[src/rtl/instruction_fetch_if.sv]
// Instruction memory channel between the fetch stage (master) and instruction memory (slave).
// Request/grant handshake for the address, then a single-beat valid/data response.
interface instruction_fetch_if;
    logic        ImemReq;
    logic        ImemGnt;
    logic [31:0] ImemAddr;
    logic        ImemRvalid;
    logic [31:0] ImemRdata;

    modport master (
        output ImemReq,
        output ImemAddr,
        input  ImemGnt,
        input  ImemRvalid,
        input  ImemRdata
    );

    modport slave (
        input  ImemReq,
        input  ImemAddr,
        output ImemGnt,
        output ImemRvalid,
        output ImemRdata
    );
endinterface

[src/rtl/instruction_fetch.sv]
// Instruction fetch stage: one outstanding memory request, 1-entry skid buffer for decode stalls.
// Build macro FETCH_MISALIGN_CHECK_EN adds MisalignErr and rejects misaligned redirect targets.
module instruction_fetch #(
    parameter logic [31:0] RESET_PC = 32'h0000_0000
) (
    input  logic                clk,
    input  logic                rst_n,
    instruction_fetch_if.master imem,
    input  logic                Stall,
    input  logic                PCSrc,
    input  logic [31:0]         PCTarget,
    output logic [31:0]         InstrD,
    output logic [24:0]         ImmD,
    output logic                InstrValidD,
    output logic [31:0]         PCD,
    output logic [31:0]         PCPlus4D
`ifdef FETCH_MISALIGN_CHECK_EN
    ,
    output logic                MisalignErr
`endif
);

    typedef enum logic [2:0] {BOOT, ISSUE, WAIT, HOLD, DROP} state_t;

    state_t      state;
    state_t      next_state;
    logic [31:0] pc;
    logic [31:0] skid_data;
    logic [31:0] load_data;
    logic [31:0] redirect_pc;
    logic        load;
    logic        capture;

    // A misaligned target keeps the current PC, so the redirect only flushes decode.
`ifdef FETCH_MISALIGN_CHECK_EN
    logic misaligned;
    assign misaligned  = (PCTarget[1:0] != 2'b00);
    assign redirect_pc = misaligned ? pc : PCTarget;
`else
    assign redirect_pc = PCTarget & 32'hFFFF_FFFC;
`endif

    assign imem.ImemReq  = (state == ISSUE);
    assign imem.ImemAddr = pc;
    assign ImmD          = InstrD[31:7];

    always_ff @(posedge clk) begin
        if (!rst_n) begin
            state <= BOOT;
        end else begin
            state <= next_state;
        end
    end

    always_comb begin
        next_state = state;
        load       = 1'b0;
        capture    = 1'b0;
        load_data  = imem.ImemRdata;
        case (state)
            BOOT:  next_state = ISSUE;
            ISSUE: begin
                if (imem.ImemGnt) begin
                    next_state = WAIT;
                end
            end
            WAIT: begin
                if (imem.ImemRvalid) begin
                    if (Stall && InstrValidD) begin
                        capture    = 1'b1;
                        next_state = HOLD;
                    end else begin
                        load       = 1'b1;
                        next_state = ISSUE;
                    end
                end
            end
            HOLD: begin
                if (!Stall) begin
                    load       = 1'b1;
                    load_data  = skid_data;
                    next_state = ISSUE;
                end
            end
            DROP: begin
                if (imem.ImemRvalid) begin
                    next_state = ISSUE;
                end
            end
            default: next_state = BOOT;
        endcase
        // A redirect overrides everything; an un-returned request must still be drained.
        if (PCSrc) begin
            load    = 1'b0;
            capture = 1'b0;
            if (state == WAIT && !imem.ImemRvalid) begin
                next_state = DROP;
            end else if (state != DROP) begin
                next_state = ISSUE;
            end
        end
    end

    always_ff @(posedge clk) begin
        if (!rst_n) begin
            pc          <= RESET_PC;
            skid_data   <= 32'h0000_0000;
            InstrD      <= 32'h0000_0013;
            InstrValidD <= 1'b0;
            PCD         <= RESET_PC;
            PCPlus4D    <= RESET_PC + 32'd4;
`ifdef FETCH_MISALIGN_CHECK_EN
            MisalignErr <= 1'b0;
`endif
        end else begin
            if (PCSrc) begin
                pc          <= redirect_pc;
                InstrValidD <= 1'b0;
`ifdef FETCH_MISALIGN_CHECK_EN
                if (misaligned) begin
                    MisalignErr <= 1'b1;
                end
`endif
            end else if (load) begin
                pc          <= pc + 32'd4;
                InstrD      <= load_data;
                PCD         <= pc;
                PCPlus4D    <= pc + 32'd4;
                InstrValidD <= 1'b1;
            end
            if (capture) begin
                skid_data <= imem.ImemRdata;
            end
        end
    end

endmodule
[src/flat_wrapper.sv]
// flat-port wrapper written by rule: the top's interface ports become plain ports
module instruction_fetch_flat 
#(
    parameter logic [31:0] RESET_PC = 32'h0000_0000
)
  (clk, rst_n, Stall, PCSrc, PCTarget, InstrD, ImmD, InstrValidD, PCD, PCPlus4D, imem_ImemReq, imem_ImemAddr, imem_ImemGnt, imem_ImemRvalid, imem_ImemRdata);
  instruction_fetch_if imem_i ();
  input  logic clk;
  input  logic rst_n;
  input  logic Stall;
  input  logic PCSrc;
  input  logic [31:0] PCTarget;
  output logic [31:0] InstrD;
  output logic [24:0] ImmD;
  output logic InstrValidD;
  output logic [31:0] PCD;
  output logic [31:0] PCPlus4D;
  output wire logic [$bits(imem_i.ImemReq)-1:0] imem_ImemReq;
  output wire logic [$bits(imem_i.ImemAddr)-1:0] imem_ImemAddr;
  input wire logic [$bits(imem_i.ImemGnt)-1:0] imem_ImemGnt;
  input wire logic [$bits(imem_i.ImemRvalid)-1:0] imem_ImemRvalid;
  input wire logic [$bits(imem_i.ImemRdata)-1:0] imem_ImemRdata;
  assign imem_ImemReq = imem_i.ImemReq;
  assign imem_ImemAddr = imem_i.ImemAddr;
  assign imem_i.ImemGnt = imem_ImemGnt;
  assign imem_i.ImemRvalid = imem_ImemRvalid;
  assign imem_i.ImemRdata = imem_ImemRdata;
  instruction_fetch #(.RESET_PC(RESET_PC)) u_core (.clk(clk), .rst_n(rst_n), .imem(imem_i), .Stall(Stall), .PCSrc(PCSrc), .PCTarget(PCTarget), .InstrD(InstrD), .ImmD(ImmD), .InstrValidD(InstrValidD), .PCD(PCD), .PCPlus4D(PCPlus4D));
endmodule
[config.mk]
export PLATFORM = sky130hd
export DESIGN_NAME = instruction_fetch_flat
export DESIGN_NICKNAME = d
export VERILOG_FILES = /design/src/rtl/instruction_fetch_if.sv /design/src/rtl/instruction_fetch.sv /design/src/flat_wrapper.sv
export SDC_FILE = /design/constraint.sdc
export NUM_CORES = 1
export LEC_CHECK = 0
export ABC_AREA = 0
export BUFFER_PORTS_ARGS = -buffer_cell sky130_fd_sc_hd__buf_2
export CAP_MARGIN = 0
export CORE_MARGIN = 5
export CORE_UTILIZATION = 50
export DETAILED_ROUTE_END_ITERATION = 10
export HOLD_SLACK_MARGIN = 0.1
export PLACE_DENSITY = 0.78
export SYNTH_ARGS = -nofsm -noshare
export SYNTH_HDL_FRONTEND = slang
export SYNTH_SLANG_ARGS = --single-unit
export TNS_END_PERCENT = 30
[constraint.sdc]
create_clock -name clk -period 6.3 [get_ports clk]
set_clock_uncertainty 0.05 [all_clocks]
set_input_delay 0.315 -clock clk [delete_from_list [all_inputs] [get_ports clk]]
set_output_delay 0.315 -clock clk [all_outputs]
set_load 0.05 [all_outputs]
* Yosys cells after proc, flatten, opt, wreduce, memory -nomap -nowiden
Index checks and enable logic that the tools add are counted.
** Word-level totals
- Register bits after elaboration :: 164
- Input bits :: 70
- Word-level logic and storage cells :: 45
** Operators by class
- Add/subtract/negate cells :: 1
- Equality and inequality tests :: 5
- Muxes and demuxes :: 22
- Bitwise logic cells :: 2
- Reduce and logical (&&, ||, !) cells :: 7
** Operators with widths (number)
- 2-to-1 mux 32 bit :: 4
- adder 32 x 3 -> 32 bit (second input constant) :: 1
- 2-to-1 mux 3 bit :: 7
- one-hot mux 3 bit (5 select lines) :: 1
- 2-to-1 mux 1 bit :: 8
- == test 3 x 2 -> 1 bit (second input constant) :: 2
- == test 3 x 1 -> 1 bit (second input constant) :: 1
- == test 3 bit (second input constant) :: 1
- logical NOT 3 bit :: 1
- != test 3 bit (second input constant) :: 1
- logical AND 1 bit :: 2
- 2-to-1 mux 2 bit :: 1
- NOT 1 bit :: 2
- one-hot mux 1 bit (2 select lines) :: 1
- AND reduction 2 bit :: 1
- nonzero test 2 bit :: 1
- OR reduction 2 bit :: 1
- logical NOT 1 bit :: 1

* Depth between registers and ports, before layout
Gate-level depths: netlist (run 1).
- Word-level depth :: 7
- Mapped depth :: 8
- Depth with buffers taken out :: 5

* Worst setup path after synthesis (run 1)
No wires, ideal clock.
- Path kind :: reg2reg
- Start :: register u_core.pc[2], in the netlist u_core.imem.ImemAddr[2]
- End :: register u_core.pc[24], in the netlist u_core.imem.ImemAddr[24]
- Setup time :: 74 ps
- Arrival :: 2518 ps
- Required time :: 6176 ps
- Setup slack :: 3658 ps
- Cell stages (with the launch flop) :: 7
- Buffers on the path :: 1
- Period minus slack after synthesis :: 2642 ps
- Cell sequence :: dfxtp_1 -> ha_1 -> nand3_1 -> or4_1 -> clkbuf_2 -> or4_1 -> a31oi_1
** Between the ends
- Word-level cells in the longest chain between the ends :: 3
** RTL lines
- start: declaration :: line instruction_fetch.sv:27 : logic [31:0] pc;
- start signal: assignment :: line instruction_fetch.sv:117 : pc <= redirect_pc;
- start signal: assignment :: line instruction_fetch.sv:125 : pc <= pc + 32'd4;
- adder 32 x 3 -> 32 bit :: line instruction_fetch.sv:125
- 2-to-1 mux 32 bit :: line instruction_fetch.sv:124 : end else if (load) begin
- 2-to-1 mux 32 bit :: line instruction_fetch.sv:116 : if (PCSrc) begin
No other way between the ends. The select of a mux whose other input is x is not followed.
A chain may end at the register's enable or synchronous reset.

* Worst setup path in the final report (run 1)
- Start :: register u_core.pc[2], in the netlist u_core.imem.ImemAddr[2]
- End :: register u_core.pc[20], in the netlist u_core.imem.ImemAddr[20]
The elaborated chain is that of the path after synthesis.

==> results of run 1 <==
==> power by group <==
part | internal (µW) | leakage, µW | switching (µW)
Sequential | 1020 | 0.00128 | 40.0
Combinational | 74.2 | 0.00193 | 176
Clock | 638 | 0.000299 | 417
==> critical path: stages (launching register included) <==
cell     delay, ns
dfxtp_1       0.47
ha_1          0.31
nand3_1       0.34
or4_1         0.82
or4_1         0.53
a31oi_1       0.16
==> cells by family (layout without fill, tap and decap cells) <==
family,Yosys count,in the layout,share of synthesized area [%]
AOI/OAI and AO/OA,207,207,17.6
and+or+nand+nor,290,290,19.9
muxes,64,64,8.71
DFF,158,158,43.0
xor gates and xnor gates,18,18,2.14
other,1,6,0.0510
adders and majority gates,1,1,0.170
buffers and inverters,119,281,8.37
==> final timing paths <==
check,start,to,slack [ns]
min reg2reg,u_core.PCD[24]$_SDFFE_PN0P_,u_core.PCD[24]$_SDFFE_PN0P_,0.40
max reg2reg,u_core.imem.ImemAddr[2]$_SDFFE_PN0P_,u_core.imem.ImemAddr[20]$_SDFFE_PN0P_,3.54
max,u_core.imem.ImemAddr[2]$_SDFFE_PN0P_,u_core.imem.ImemAddr[20]$_SDFFE_PN0P_,3.54
min,imem_ImemRdata[24],u_core.skid_data[24]$_SDFFE_PN0P_,0.11
==> area by class of cell <==
cell class                      count  area, µm²
Fill cell                        1272       5510
Multi-Input combinational cell    586       3620
Sequential cell                   158       3160
Timing Repair Buffer              242       1320
Clock buffer                       20        447
Tap cell                          184        230
Clock inverter                     12        161
Inverter                            7       27.5
==> state kept, by name (all words and copies together), names as in the netlist <==
| register | flops |
|---|---|
| u_core.InstrD | 32 |
| u_core.InstrValidD | 1 |
| u_core.PCD | 30 |
| u_core.PCPlus4D | 30 |
| u_core.imem.ImemAddr | 30 |
| u_core.skid_data | 32 |
| u_core.state | 3 |
==> per-layer routing <==
metal	track usage, %	share of wire [%]	vias up
met4	7.09	2.1	0
met2	35.2	47	265
met3	7.53	7.9	27
met1	29.7	43	3221
met5	0	0	-
li1	-	-	3370
==> per-stage QoR <==
| step | area, µm² | setup WS, ns | power (µW) | hold slack [ns] | util (%) |
|---|---|---|---|---|---|
| floorplan | 7380 | 3.66 | 1260 | 0.410 | - |
| global placement | 8190 | 3.60 | 1320 | 0.389 | 56.6 |
| detailed placement | 8190 | 3.56 | 1320 | 0.394 | 56.6 |
| CTS | 8970 | 3.55 | 2380 | 0.102 | 61.9 |
| global route | 8970 | 3.27 | 2440 | 0.105 | 61.9 |
| finish | 8970 | 3.54 | 2370 | 0.110 | 61.9 |
==> cells in the mapped netlist (2+ instances only) <==
cell	count	area, µm²
nor3_1	9	45.0
xor2_1	5	43.8
or3_1	12	75.1
nor2_1	82	308
buf_2	18	90.1
a21o_1	4	30.0
clkbuf_2	3	15.0
o31ai_1	17	128
o21ai_0	55	275
nor4_2	2	25.0
xnor2_1	13	114
a32oi_1	2	17.5
nor3b_1	7	52.6
nor4_1	11	68.8
a311oi_1	3	26.3
nand2b_1	4	25.0
and4_1	4	35.0
buf_1	2	7.51
clkbuf_1	53	199
buf_6	2	22.5
nand4_2	2	25.0
nand3b_1	2	15.0
and2_1	2	12.5
nor2b_1	4	25.0
a21oi_1	44	220
nand4_1	16	100
o31a_1	4	35.0
a31oi_1	25	156
o211ai_1	6	45.0
mux2i_1	64	641
buf_4	34	255
a211oi_1	37	278
nand2_1	85	319
inv_1	6	22.5
nand3_1	14	70.1
and3_1	8	50.1
or2_2	2	12.5
or4_1	20	150
dfxtp_1	158	3160
==> metrics.csv, run 1 <==
metric;value;unit
viasPerCell;5.69;
cts_resized;0;
path_class;register to register;
drc;0;
cp.arrival;3.06;ns
hold_path_class;input pin to register;
coreArea;14500;µm²
antenna_found_initial;0;
dr.pass1.iters;4;
max-cap-violations;0;
postRouteAntennaNets;0;
syn-cell-area;7360;µm²
rsz0062_at_grt;false;
start_util;50.8;%
required;6.60;ns
cts_sinks;158;
drive_gt1_share;26.0;%
fin_cells;1209;
end_kind;register;
cts_made_buffers;17;
portBuffers;216;
min_path_cells;3;
dpl.hpwl;13400;µm
slew-limit-headroom;43.3;%
synth_edf_count;0;
clkLatencyLatePin;0.42;ns
synth_seq_cells;158;
p_leak;0.00351;µW
yosys.cell_types.count;56;
worstMarginPinSlew;0.851;ns
status;complete, no violations;
grt_pass1_vias;6167;
syn_area_per_cell;8.57;µm²
setup_violations;0;
yosys_most_used_dff;dfxtp_1;
clockRootBuffer;clkbuf_16;
post_cts_buffers;0;
cts_tree;yes;
cts_buffer_depth;2;
final_cell_mix;buf_2, dfxtp_1, nand2_1, nor2_1, mux2i_1;
antennaDiodeCount;0;
drv_slew;0;
ys.warnings.count;0;
die_w;131;µm
power_density;264;nW/µm²
final_common_cell;buf_2;
clk_pin_slew;0.06;ns
grt_pass1_wl;32700;µm
ios;225;
rows;44;
r2r_cells;5;
ctsHoldBuffers;17;
setup_tns;0;ns
ys_seq_area_share;43.0;%
drtIter0Drc;395;
grt.total_usage;22.6;%
wl;20600;µm
vdd_ir_drop_max;0.000274;V
areaGrowthSynthToFinish;21.9;%
gp_congestion;0.820;
die_h;131;µm
gr-total-overflow;0;
dp.cells;1160;
path_max_fanout;12;
wl_per_cell;17.0;µm
async_flop_share;0;%
max_freq;0.362;GHz
hold_violations;0;
min_period_over_period;43.9;%
critPathLaunchType;register;
fin_crit;2.76;ns
htreeDepth;4;
fp.dieArea;17200;µm²
grt_max_degree;79;
synth_cells;858;
vias;6883;
fin_nets;1083;
Note: power is estimated with default switching activity, not from simulation.
==> run 2: changes to the inputs <==
==> constraint.sdc (replaced) <==
create_clock -name clk -period 2.9 [get_ports clk]
set_clock_uncertainty 0.05 [all_clocks]
set_input_delay 0.145 -clock clk [delete_from_list [all_inputs] [get_ports clk]]
set_output_delay 0.145 -clock clk [all_outputs]
set_load 0.05 [all_outputs]
==> metrics.csv, run 2 (synthesized netlist as in run 1, its figures left out) <==
metric;value;unit;change
cts_sinks;158;;unchanged
clk_pin_slew;0.06;ns;about the same
grt_pass1_vias;6643;;was 6167
fin_nets;1132;;was 1083
die_h;131;µm;unchanged
hold_violations;0;;unchanged
die_w;131;µm;unchanged
path_delay_family;simple AND/OR/NAND/NOR gates;;unchanged
cts_buffer_depth;2;;unchanged
fin_cells;1258;;was 1209
slew-limit-headroom;47.4;%;was 43.3%
worstMarginPinSlew;0.782;ns;was 0.851 ns
critPathLaunchType;register;;unchanged
drive_gt1_share;25.3;%;was 26.0%
seq_power_share;45.0;%;was 44.8%
cpMostUsedCell;or4_1;;unchanged
vdd_ir_drop_max;0.000364;V;was 0.000274 V
fin_crit;2.56;ns;was 2.76 ns
dpl.hpwl;14000;µm;was 13400 µm
ios;225;;unchanged
pre_cts_ws;0.413;ns;was 3.56 ns
wl;21600;µm;was 20600 µm
pwr-share-clk;43.2;%;was 44.6%
min_path_cells;2;;was 3
rsz0062_at_grt;false;;unchanged
p_leak;0.00370;µW;was 0.00351 µW
grt_max_degree;85;;was 79
gp_congestion;0.822;;was 0.820
areaGrowthSynthToFinish;28.4;%;was 21.9%
clkLatencyLatePin;0.42;ns;about the same
grt_pass1_wl;35000;µm;was 32700 µm
worst-path-buf-inv;0;;unchanged
drc;0;;unchanged
drtIter0Drc;420;;was 395
vias;7121;;was 6883
antenna_found_initial;1;;was 0
coreArea;14500;µm²;unchanged
end_kind;register;;unchanged
power_density;541;nW/µm²;was 264 nW/µm²
final_common_cell;buf_2;;unchanged
required;3.20;ns;was 6.60 ns
hold_slack;0.142;ns;was 0.110 ns
fp.dieArea;17200;µm²;unchanged
r2r_cells;5;;unchanged
crit_cells;5;;unchanged
p_int;3750;µW;was 1730 µW
wl_per_cell;17.1;µm;was 17.0 µm
max-cap-violations;0;;unchanged
max_freq;0.391;GHz;was 0.362 GHz
postRouteAntennaNets;0;;unchanged
setup_tns;0;ns;unchanged
portBuffers;216;;unchanged
p_switching;1370;µW;was 633 µW
drv_slew;0;;unchanged
dr.pass1.iters;5;;was 4
path_class;register to register;;unchanged
final_cell_mix;buf_2, dfxtp_1, nand2_1, nor2_1, mux2i_1;;unchanged
cp.arrival;2.86;ns;was 3.06 ns
viasPerCell;5.66;;was 5.69
cts_made_buffers;17;;unchanged
crit_slowest_cell;or4_1;;unchanged
pwr-share-comb;11.8;%;was 10.6%
hold_path_class;input pin to register;;unchanged
cts_tree;yes;;unchanged
grt.total_usage;24.2;%;was 22.6%
start_util;50.8;%;unchanged
clockRootBuffer;clkbuf_16;;unchanged
dp.cells;1165;;was 1160
cp_slowest_stage_delay;0.77;ns;was 0.82 ns
path_max_fanout;12;;unchanged
setup_violations;0;;unchanged
swShare;26.7;%;was 26.8%
rows;44;;unchanged
htreeDepth;4;;unchanged
status;complete, no violations;;unchanged
final_util;65.3;%;was 61.9%
crit_chain;ha_1 -> nand3_1 -> or4_1 -> or4_1 -> a31oi_1;;unchanged
reg_top3;u_core.InstrD (32), u_core.skid_data (32);;unchanged
setup_ws;0.342;ns;was 3.54 ns
gr-total-overflow;0;;unchanged
min_period_over_period;88.2;%;was 43.9%
-- run 2: cell types whose count changed in the layout (fill, tap and decap cells not counted), sizes merged, moves of 4 or more --
| cell | change |
|---|---|
| clkinv | -4 |
| dlygate4sd3 | +44 |
| clkinvlp | +4 |
| buf | +5 |
-- run 2: metal layers --
layer	vias to the layer above	GRT usage (%)	share of wire (%)
met5	-	0	0
met4	0	9.54	2.7
met3	45	6.31	6.1
met2	269	38.9	48
met1	3333	31.2	43
li1	3474	-	-
-- run 2: path summary, 6_finish.rpt --
kind | slack [ns] | end | startpoint
worst min register to register | 0.40 | u_core.PCD[18]$_SDFFE_PN0P_ | u_core.PCD[18]$_SDFFE_PN0P_
worst max register to register | 0.34 | u_core.imem.ImemAddr[22]$_SDFFE_PN0P_ | u_core.imem.ImemAddr[2]$_SDFFE_PN0P_
worst max-delay path | 0.34 | u_core.imem.ImemAddr[22]$_SDFFE_PN0P_ | u_core.imem.ImemAddr[2]$_SDFFE_PN0P_
worst min-delay path | 0.14 | u_core.imem.ImemAddr[23]$_SDFFE_PN0P_ | rst_n
-- run 2: through the flow --
stage	area [µm²]	total power, µW
after global routing	9450	5290
after detailed placement	8250	2880
final	9450	5120
after CTS	9450	5130
after floorplan	7380	2730
after global placement	8250	2870
-- run 2: area by class of cell --
type / instances / area (µm²)
flip-flops and latches: 158 / 3160
inverters: 7 / 27.5
fillers: 1197 / 5030
multi-input cells: 586 / 3620
well taps: 184 / 230
clock inverters: 10 / 114
clock buffers: 21 / 470
diodes: 1 / 2.50
repair buffers: 291 / 1820
-- run 2: timing repair --
item | 4_1_cts | 5_1_grt
resized for setup | 0 | 0
endpoints found under the hold margin | 93 | 0
buffers inserted | 0 | 0
hold buffers | 61 | 0
-- run 2: power groups by stage --
stage	clock (µW)	sequential [µW]	combinational, µW
after floorplan	0	2460	268
after global placement	0	2350	527
after detailed placement	0	2350	530
after CTS	2240	2300	597
after global routing	2340	2310	639
final	2210	2300	602
==> run 3: changes to the inputs <==
--- a/config.mk
+++ b/config.mk
@@ -9,10 +9,10 @@
 export BUFFER_PORTS_ARGS = -buffer_cell sky130_fd_sc_hd__buf_2
 export CAP_MARGIN = 0
 export CORE_MARGIN = 5
-export CORE_UTILIZATION = 50
+export CORE_UTILIZATION = 52
 export DETAILED_ROUTE_END_ITERATION = 10
 export HOLD_SLACK_MARGIN = 0.1
-export PLACE_DENSITY = 0.78
+export PLACE_DENSITY = 0.81
 export SYNTH_ARGS = -nofsm -noshare
 export SYNTH_HDL_FRONTEND = slang
 export SYNTH_SLANG_ARGS = --single-unit
==> metrics.csv, run 3 (synthesized netlist as in run 1, its figures left out) <==
metric;value;unit;change
status;complete, no violations;;unchanged
drtIter0Drc;501;;was 420
rsz0062_at_grt;false;;unchanged
worstMarginPinSlew;0.694;ns;was 0.782 ns
ios;225;;unchanged
antenna_found_initial;0;;was 1
dp.cells;1161;;was 1165
critPathLaunchType;register;;unchanged
vdd_ir_drop_max;0.000396;V;was 0.000364 V
final_util;68.1;%;was 65.3%
seq_power_share;44.9;%;was 45.0%
max-cap-violations;0;;unchanged
p_int;3730;µW;was 3750 µW
cts_sinks;158;;unchanged
crit_chain;ha_1 -> nand3_1 -> or4_1 -> or4_1 -> a31oi_1;;unchanged
cts_buffer_depth;2;;unchanged
crit_slowest_cell;or4_1;;unchanged
ff_latch_area;3160;µm²;unchanged
hold_violations;0;;unchanged
grt_use_met2;43.3;%;was 38.9%
fp.dieArea;16600;µm²;was 17200 µm²
cts_made_buffers;17;;unchanged
final_common_cell;buf_2;;unchanged
slew-limit-headroom;53.3;%;was 47.4%
die_h;129;µm;was 131 µm
portBuffers;216;;unchanged
final_cell_mix;buf_2, dfxtp_1, nand2_1, nor2_1, mux2i_1;;unchanged
multi_input_comb_area;3620;µm²;unchanged
hold_path_class;input pin to register;;unchanged
cts_resized;0;;unchanged
cp.arrival;2.78;ns;was 2.86 ns
fin_crit;2.47;ns;was 2.56 ns
worst-path-buf-inv;0;;unchanged
pwr-share-comb;12.0;%;was 11.8%
filler_cell_count;1100;;was 1197
coreArea;13900;µm²;was 14500 µm²
clkLatencyLatePin;0.44;ns;was 0.42 ns
cpMostUsedCell;or4_1;;unchanged
grt_pass1_wl;34700;µm;was 35000 µm
required;3.21;ns;was 3.20 ns
grt.total_usage;26.0;%;was 24.2%
setup_violations;0;;unchanged
reg_top3;u_core.InstrD (32), u_core.skid_data (32);;unchanged
areaGrowthSynthToFinish;28.5;%;was 28.4%
end_kind;register;;unchanged
grt_pass1_vias;6888;;was 6643
use_met1;31.9;%;was 31.2%
cts_tree;yes;;unchanged
setup_tns;0;ns;unchanged
max_freq;0.405;GHz;was 0.391 GHz
fin_total_pwr;5130;µW;was 5120 µW
fin_nets;1134;;was 1132
swShare;27.3;%;was 26.7%
drive_gt1_share;25.3;%;about the same
gr-total-overflow;0;;unchanged
viasPerCell;5.71;;was 5.66
wl;22200;µm;was 21600 µm
die_w;129;µm;was 131 µm
htreeDepth;4;;unchanged
clk_pin_slew;0.07;ns;was 0.06 ns
pwr-share-clk;43.2;%;about the same
drc;0;;unchanged
drv_slew;0;;unchanged
rows;43;;was 44
gp_congestion;0.830;;was 0.822
vias;7174;;was 7121
power_density;542;nW/µm²;was 541 nW/µm²
busiest_layer;met2;;unchanged
grt_use_met3;6.81;%;was 6.31%
wl_per_cell;17.6;µm;was 17.1 µm
p_leak;0.00371;µW;was 0.00370 µW
clockRootBuffer;clkbuf_16;;unchanged
p_switching;1400;µW;was 1370 µW
cp_slowest_stage_delay;0.76;ns;was 0.77 ns
dr.pass1.iters;6;;was 5
start_util;53.0;%;was 50.8%
path_class;register to register;;unchanged
fin_cells;1257;;was 1258
dpl.hpwl;14100;µm;was 14000 µm
hold_slack;0.157;ns;was 0.142 ns
postRouteAntennaNets;0;;unchanged
path_max_fanout;12;;unchanged
min_period_over_period;85.2;%;was 88.2%
grt_max_degree;144;;was 85
path_delay_family;simple AND/OR/NAND/NOR gates;;unchanged
[run 3: changes by cell type in the layout (fill, tap and decap cells not counted), sizes merged]
cell         previous run  this run
clkinv                  5         7
dlygate4sd3            61        63
clkinvlp                4         3
[run 3: final timing paths]
path	start	to	slack [ns]	cells past startpoint
min reg2reg	u_core.PCD[13]$_SDFFE_PN0P_	u_core.PCD[13]$_SDFFE_PN0P_	0.40	2
max	u_core.imem.ImemAddr[3]$_SDFFE_PN0P_	u_core.imem.ImemAddr[22]$_SDFFE_PN0P_	0.43	5
max reg2reg	u_core.imem.ImemAddr[3]$_SDFFE_PN0P_	u_core.imem.ImemAddr[22]$_SDFFE_PN0P_	0.43	5
min	PCTarget[27]	u_core.imem.ImemAddr[27]$_SDFFE_PN0P_	0.16	4
[run 3: tightest hold or removal path, stage by stage]
cell	delay, ns
buf_2	0.09
o21ai_0	0.22
a21o_1	0.10
nor3_1	0.04
[run 3: area by class of cell]
| type | count | share of cell area (%) |
|---|---|---|
| multi-input cells | 586 | 38.3 |
| flip-flops and latches | 158 | 33.4 |
| repair buffers | 293 | 19.5 |
| clock buffers | 21 | 4.87 |
| well taps | 180 | 2.38 |
| clock inverters | 11 | 1.23 |
| inverters | 7 | 0.291 |
| diodes | 1 | 0.0265 |
[run 3: repair_timing]
item                                   CTS  global route
endpoints found under the hold margin   95             0
hold buffers                            63             0
buffers inserted                         0             0
setup endpoints to repair                0             0
[run 3: layer usage]
metal | vias up | share of wire (%) | routed length, µm
met5 | - | 0 | 0
met4 | 0 | 3.2 | 718
met3 | 57 | 7.5 | 1670
met2 | 321 | 48 | 10600
met1 | 3333 | 41 | 9140
li1 | 3463 | - | -
[run 3: through the flow]
step,cell area (µm²),setup slack (ns)
2_1_floorplan,7380,0.258
3_3_place_gp,8250,0.496
3_5_place_dp,8250,0.437
4_1_cts,9450,0.421
5_1_grt,9450,0.280
6_report,9460,0.428
[run 3: power groups by stage]
| stage | logic (µW) | clock network, µW | registers [µW] |
|---|---|---|---|
| 6_report | 613 | 2210 | 2300 |
| 5_1_grt | 649 | 2330 | 2310 |
| 4_1_cts | 604 | 2220 | 2300 |
| 3_5_place_dp | 535 | 0 | 2350 |
| 3_3_place_gp | 529 | 0 | 2340 |
| 2_1_floorplan | 268 | 0 | 2460 |
